[src/rtl/au_sequencer.sv]
// ---------------------------------------------------------------------------
// au_sequencer
//   Four-state controller (IDLE -> READ -> EXEC -> WB). It accepts one 16-bit
//   ALU instruction plus immediate through a valid/ready handshake. It reads
//   Rn/Rm from an internal 8x16 register file and presents them, with the
//   decoded opcode, mode and immediate, to an external combinational AU. It
//   captures the AU result and writes it back to Rd.
//
//   Instruction layout: [15:13] opcode, [12:11] mode, [10:8] Rd, [7:5] Rn,
//                       [4:2] Rm, [1:0] ignored.
//
//   Optional build macro: AU_SEQ_FLAGS_EN adds zero/negative result flags
//   (flag_z, flag_n). These flags update on every legal writeback.
// ---------------------------------------------------------------------------
module au_sequencer #(
  parameter int NREGS = 8,   // must be 8: register fields are 3 bits wide
  parameter int DW    = 16
) (
  input  logic          clk,
  input  logic          rst,
  input  logic          instr_valid,
  output logic          instr_ready,
  input  logic [15:0]   instr,
  input  logic [DW-1:0] imm,
  output logic [2:0]    au_opcode,
  output logic [1:0]    au_mode,
  output logic [DW:0]   au_imm,
  output logic [DW-1:0] au_rn_data,
  output logic [DW-1:0] au_rm_data,
  input  logic [DW-1:0] au_rd_data,
  output logic          done,
  output logic          err,
  input  logic [2:0]    dbg_addr,
  output logic [DW-1:0] dbg_data
`ifdef AU_SEQ_FLAGS_EN
  ,
  output logic          flag_z,
  output logic          flag_n
`endif
);

  typedef enum logic [1:0] {
    S_IDLE = 2'd0,
    S_READ = 2'd1,
    S_EXEC = 2'd2,
    S_WB   = 2'd3
  } state_e;

  state_e        state_q, state_d;

  // Latched instruction (bits [1:0] carry no information and are dropped).
  logic [15:2]   instr_q, instr_d;
  logic [DW-1:0] imm_q,   imm_d;

  // Registered AU drive. These hold their values while the sequencer idles.
  logic [2:0]    au_opcode_q, au_opcode_d;
  logic [1:0]    au_mode_q,   au_mode_d;
  logic [DW:0]   au_imm_q,    au_imm_d;
  logic [DW-1:0] au_rn_q,     au_rn_d;
  logic [DW-1:0] au_rm_q,     au_rm_d;

  logic [DW-1:0] result_q, result_d;
  logic [DW-1:0] regs_q [NREGS];
  logic [DW-1:0] regs_d [NREGS];

  // Decoded fields of the latched instruction.
  logic [2:0]    op_f;
  logic [1:0]    mode_f;
  logic [2:0]    rd_f, rn_f, rm_f;
  logic          op_legal;
  logic          accept;
  logic          wb_write;

  // The two low instruction bits are reserved and never decoded.
  logic          unused_instr_lsbs;
  assign unused_instr_lsbs = ^instr[1:0];

  assign op_f   = instr_q[15:13];
  assign mode_f = instr_q[12:11];
  assign rd_f   = instr_q[10:8];
  assign rn_f   = instr_q[7:5];
  assign rm_f   = instr_q[4:2];

  // Opcodes 001, 010 and 101 have no AU function and retire with err.
  always_comb begin
    unique case (op_f)
      3'b000, 3'b011, 3'b100, 3'b110, 3'b111: op_legal = 1'b1;
      default:                                op_legal = 1'b0;
    endcase
  end

  assign accept   = instr_valid && instr_ready;
  assign wb_write = (state_q == S_WB) && op_legal;

  // FSM next-state and handshake/status outputs.
  always_comb begin
    // NOTE: every output of this block gets a default first, so no path can
    // leave one unassigned and infer a latch.
    state_d     = state_q;
    instr_ready = 1'b0;
    done        = 1'b0;
    err         = 1'b0;
    unique case (state_q)
      S_IDLE: begin
        instr_ready = 1'b1;
        if (instr_valid) state_d = S_READ;
      end
      S_READ: state_d = S_EXEC;
      S_EXEC: state_d = S_WB;
      S_WB: begin
        done    = 1'b1;
        err     = !op_legal;
        state_d = S_IDLE;
      end
      default: state_d = S_IDLE;
    endcase
    // A reset aborts the in-flight instruction. Retirement is not reported,
    // and nothing is accepted while reset is held.
    if (rst) begin
      instr_ready = 1'b0;
      done        = 1'b0;
      err         = 1'b0;
    end
  end

  // FSM state register.
  always_ff @(posedge clk) begin
    // NOTE: sequential state uses non-blocking assignments. All registers
    // then sample the pre-edge values, whatever order the statements are in.
    if (rst) state_q <= S_IDLE;
    else     state_q <= state_d;
  end

  // Datapath next-state: latch, operand read, result capture, writeback.
  always_comb begin
    instr_d     = instr_q;
    imm_d       = imm_q;
    au_opcode_d = au_opcode_q;
    au_mode_d   = au_mode_q;
    au_imm_d    = au_imm_q;
    au_rn_d     = au_rn_q;
    au_rm_d     = au_rm_q;
    result_d    = result_q;
    regs_d      = regs_q;

    if (accept) begin
      instr_d = instr[15:2];
      imm_d   = imm;
    end

    // Operands are captured here, before this instruction's own writeback.
    // That makes Rd aliasing Rn/Rm harmless. The previous instruction has
    // already written back by this point, so no forwarding is needed.
    if (state_q == S_READ) begin
      au_opcode_d = op_f;
      au_mode_d   = mode_f;
      au_imm_d    = {1'b0, imm_q};
      au_rn_d     = regs_q[rn_f];
      au_rm_d     = regs_q[rm_f];
    end

    if (state_q == S_EXEC) result_d = au_rd_data;

    if (wb_write) regs_d[rd_f] = result_q;
  end

  // Datapath registers, including the register file.
  always_ff @(posedge clk) begin
    if (rst) begin
      instr_q     <= '0;
      imm_q       <= '0;
      au_opcode_q <= '0;
      au_mode_q   <= '0;
      au_imm_q    <= '0;
      au_rn_q     <= '0;
      au_rm_q     <= '0;
      result_q    <= '0;
      // NOTE: the register file is deliberately reset. Software relies on
      // every register reading zero after reset, so it cannot map to a
      // reset-less RAM macro.
      for (int i = 0; i < NREGS; i++) regs_q[i] <= '0;
    end else begin
      instr_q     <= instr_d;
      imm_q       <= imm_d;
      au_opcode_q <= au_opcode_d;
      au_mode_q   <= au_mode_d;
      au_imm_q    <= au_imm_d;
      au_rn_q     <= au_rn_d;
      au_rm_q     <= au_rm_d;
      result_q    <= result_d;
      regs_q      <= regs_d;
    end
  end

  assign au_opcode  = au_opcode_q;
  assign au_mode    = au_mode_q;
  assign au_imm     = au_imm_q;
  assign au_rn_data = au_rn_q;
  assign au_rm_data = au_rm_q;

  // Debug port sees the register file directly, so a WB write shows up on
  // the cycle after the WB edge.
  assign dbg_data = regs_q[dbg_addr];

`ifdef AU_SEQ_FLAGS_EN
  logic flag_z_q, flag_z_d;
  logic flag_n_q, flag_n_d;

  // Flags follow the value written on each legal writeback. An illegal
  // writeback leaves them unchanged.
  always_comb begin
    flag_z_d = flag_z_q;
    flag_n_d = flag_n_q;
    if (wb_write) begin
      flag_z_d = (result_q == '0);
      flag_n_d = result_q[DW-1];
    end
  end

  // Flag registers.
  always_ff @(posedge clk) begin
    if (rst) begin
      flag_z_q <= 1'b0;
      flag_n_q <= 1'b0;
    end else begin
      flag_z_q <= flag_z_d;
      flag_n_q <= flag_n_d;
    end
  end

  assign flag_z = flag_z_q;
  assign flag_n = flag_n_q;
`else
  // Flag tracking is compiled out; this build carries no flag state.
`endif

endmodule

[config.mk]
export PLATFORM = sky130hd
export DESIGN_NAME = au_sequencer
export DESIGN_NICKNAME = d
export VERILOG_FILES = /design/src/rtl/au_sequencer.sv
export SDC_FILE = /design/constraint.sdc
export NUM_CORES = 1
export LEC_CHECK = 0
export CAP_MARGIN = 25
export CELL_PAD_IN_SITES_DETAIL_PLACEMENT = 0
export CELL_PAD_IN_SITES_GLOBAL_PLACEMENT = 1
export CORE_MARGIN = 4
export CORE_UTILIZATION = 48
export DETAILED_ROUTE_END_ITERATION = 12
export PLACE_DENSITY_LB_ADDON = 0.3
export SLEW_MARGIN = 20
export SYNTH_ARGS = -nofsm -noshare
export SYNTH_HDL_FRONTEND = slang
export SYNTH_SLANG_ARGS = --single-unit
[constraint.sdc]
create_clock -name clk -period 4.55 [get_ports clk]
set_input_delay 0.455 -clock clk [delete_from_list [all_inputs] [get_ports clk]]
set_output_delay 0.455 -clock clk [all_outputs]
set_load 0.01 [all_outputs]
==> impl_metrics.csv <==
group,metric,value,unit
timing,period_minus_slack,3.073,ns
timing,hold_violations,0,
die,die_x,162.2,microns
logic_synthesis,synth_top_area_share,40.15,%
setup_path,worstPathArrival,2.62,ns
timing,rsz0062_at_grt,"no",
setup_path,path_class,"primary input to output port",
timing,worstMarginPinSlew,1.077,ns
detailed_routing,first_iter_violations,756,
clocking,worstSkewPairLatency,0.52,ns
layout,fill_cells,2092,
detailed_routing,route.detailed.drc,0,
timing,slew_violations,0,
clocking,postCtsHoldBufs,0,
logic_synthesis,ys_warn_count,0,
logic_synthesis,synthTopCellsByArea,"dfxtp_1 (40%), mux2i_1 (20%), mux2_2 (7.9%)",
timing,finalSetupViolCount,0,
die,die-area,26320,sq um
die,io-pin-count,127,
timing,setup_slack,1.477,ns
logic_synthesis,synth_cell_type_count,32,
clocking,cts_tree,"yes",
global_routing,grtUsageTotal,22.28,%
detailed_routing,drt_first_pass_iters,6,
logic_synthesis,netlist_area,11420,sq um
global_routing,grt_antenna_before_repair,0,
die,initial_utilization,48.79,%
hold_path,hold_path.class,"primary input to flip-flop",
timing,finalCritPeriodShare,67.53,%
power,p_per_area,438.3,nW/um^2
clocking,cts-root-buf,"clkbuf_16",
placed_design,place_congestion,0.8191,
layout,design_area,13450,sq um
clocking,cts_resized,0,
die,rows,56,
detailed_routing,via_per_inst,5.588,
layout,final_layout_size_suffix_gt1_share,15.81,%
logic_synthesis,ys.flop_type,"dfxtp_1",
placed_design,pre_cts_ws,1.519,ns
detailed_routing,wire_per_inst,20.06,microns
global_routing,first_global_vias,8102,
layout,antenna_cells,0,
layout,multiInputGateArea,6260,sq um
logic_synthesis,synthArstFlopShare,0,%
detailed_routing,vias,8393,
global_routing,overflow,0,
placed_design,dpl_cell_area,12640,sq um
logic_synthesis,synth-seq-cells,229,
timing,max_clock_freq,0.3255,GHz
placed_design,dp_hpwl,18070,microns
setup_path,cp-end-kind,"output port",
status,outcome,"completed",
placed_design,portBuffers,123,
logic_synthesis,synth-edff-count,0,
clocking,cts-htree-levels,1,
logic_synthesis,synth_nets,1160,
clocking,cts_setup_buffers,0,
layout,nNetsFinal,1226,
setup_path,path_max_fanout,32,
power,peakVddDrop,0.2230,mV
clocking,cts_buffer_depth,3,
setup_path,required,4.09,ns
detailed_routing,final_antenna_net_count,0,
power,power,0.005896,W
die,die_h,162.2,microns
clocking,clkTransAtPathRegs,0.06,ns
logic_synthesis,syn_inst,1101,
layout,layout_commonest_cell,"mux2i_1",
global_routing,grt_max_degree,104,
timing,relSlewSlack,28.22,%
die,core_area,23400,sq um
timing,skew,0.01658,ns
setup_path,worstSetupStartpointType,"primary input",
power,power_leakage,4.687,nW
layout,syn_to_final_growth,17.81,%
logic_synthesis,synth_top_area_cell,"dfxtp_1",
logic_synthesis,ys_seq_area_share,40.15,%
layout,register_area,4587,sq um
timing,finalSetupTns,0,ns
clocking,cts_buffers,25,
detailed_routing,postRouteWirelength,30130,microns
logic_synthesis,avgSynthCellArea,10.37,sq um
global_routing,grt_pass1_wl,46580,microns
flow_run,cap_viol_max_count,0,
clocking,cts_sinks,229,
layout,final_cell_mix,"mux2i_1 (230), dfxtp_1 (227), nor2_1 (199)",
timing,fin_hold_ws,0.4222,ns
-- layer usage --
metal	track usage (%)	part of all wire, %
met1	31.41	46
met2	35.58	45
met3	3.958	6.0
met4	5.767	2.0
met5	0	0
-- registers in the layout (all words and copies together) (netlist names) --
signal and cells:
au_imm 16, au_mode 2, au_opcode 3, au_rm_data 16
au_rn_data 16, imm_q 16, instr_q 14, regs_q 128
result_q 16, state_q 2
-- kinds of logic after synthesis --
| kind of cell | after synthesis | share of synthesized area (%) |
|---|---|---|
| flip-flops | 229 | 40.15 |
| other | 1 | 0.03284 |
| AO/OA/AOI/OAI | 128 | 8.109 |
| adder cells (fa/ha/maj) | 5 | 0.5479 |
| buffers and inverters | 109 | 5.293 |
| AND/OR/NAND/NOR | 287 | 11.51 |
| multiplexers | 342 | 34.36 |
-- critical path, cell delays in order --
cell             delay (ns)
clkdlybuf4s50_1        0.45
buf_4                  0.44
mux4_2                 0.40
mux2_2                 0.31
clkdlybuf4s50_1        0.52
-- cell type report --
| type | instances | share of cell area (%) |
|---|---|---|
| Multi-Input combinational cell | 763 | 46.54 |
| Clock inverter | 2 | 0.1023 |
| Clock buffer | 41 | 5.544 |
| Tap cell | 319 | 2.967 |
| Sequential cell | 229 | 34.10 |
| Timing Repair Buffer | 146 | 10.70 |
| Inverter | 2 | 0.05581 |
-- per-stage QoR --
| step | util, % | instances |
|---|---|---|
| after floorplan | - | 1101 |
| after global placement | 53.88 | 1453 |
| after detailed placement | 54.02 | 1456 |
| after CTS | 57.27 | 1499 |
| after global routing | 57.48 | 1502 |
| final | 57.48 | 1502 |
-- report_power, final --
part / total [W] / switching (W) / internal [W]
clock network: 0.00190 / 0.000796 / 0.00111
logic: 0.00156 / 0.000816 / 0.000743
registers: 0.00243 / 0.000212 / 0.00222
total: 0.00590 / 0.00182 / 0.00407
-- final timing paths --
kind	start	endpoint	slack, ns	cells after the start
worst max-delay path	dbg_addr[1]	dbg_data[2]	1.48	5
worst min register to register	imm_q[5]	imm_q[5]	0.47	2
worst min-delay path	rst	regs_q[127]	0.42	2
worst max register to register	instr_q[2]	au_rm_data[11]	1.97	5
-- cell usage after synthesis, types with 2 or more instances --
library cell and count:
mux2_2 80, mux4_2 32, buf_4 22, buf_6 11, nor2b_1 6, a211oi_1 33
o22ai_1 25, a22oi_1 7, ha_1 5, o221ai_1 7, buf_2 11, a221o_1 25
nand2_1 34, buf_1 5, inv_1 2, dfxtp_1 229, o21ai_0 29, nand2b_1 34
nor4_4 6, nor2_1 201, clkbuf_1 57, mux2i_1 230
Note: power is estimated with default switching activity, not from simulation.
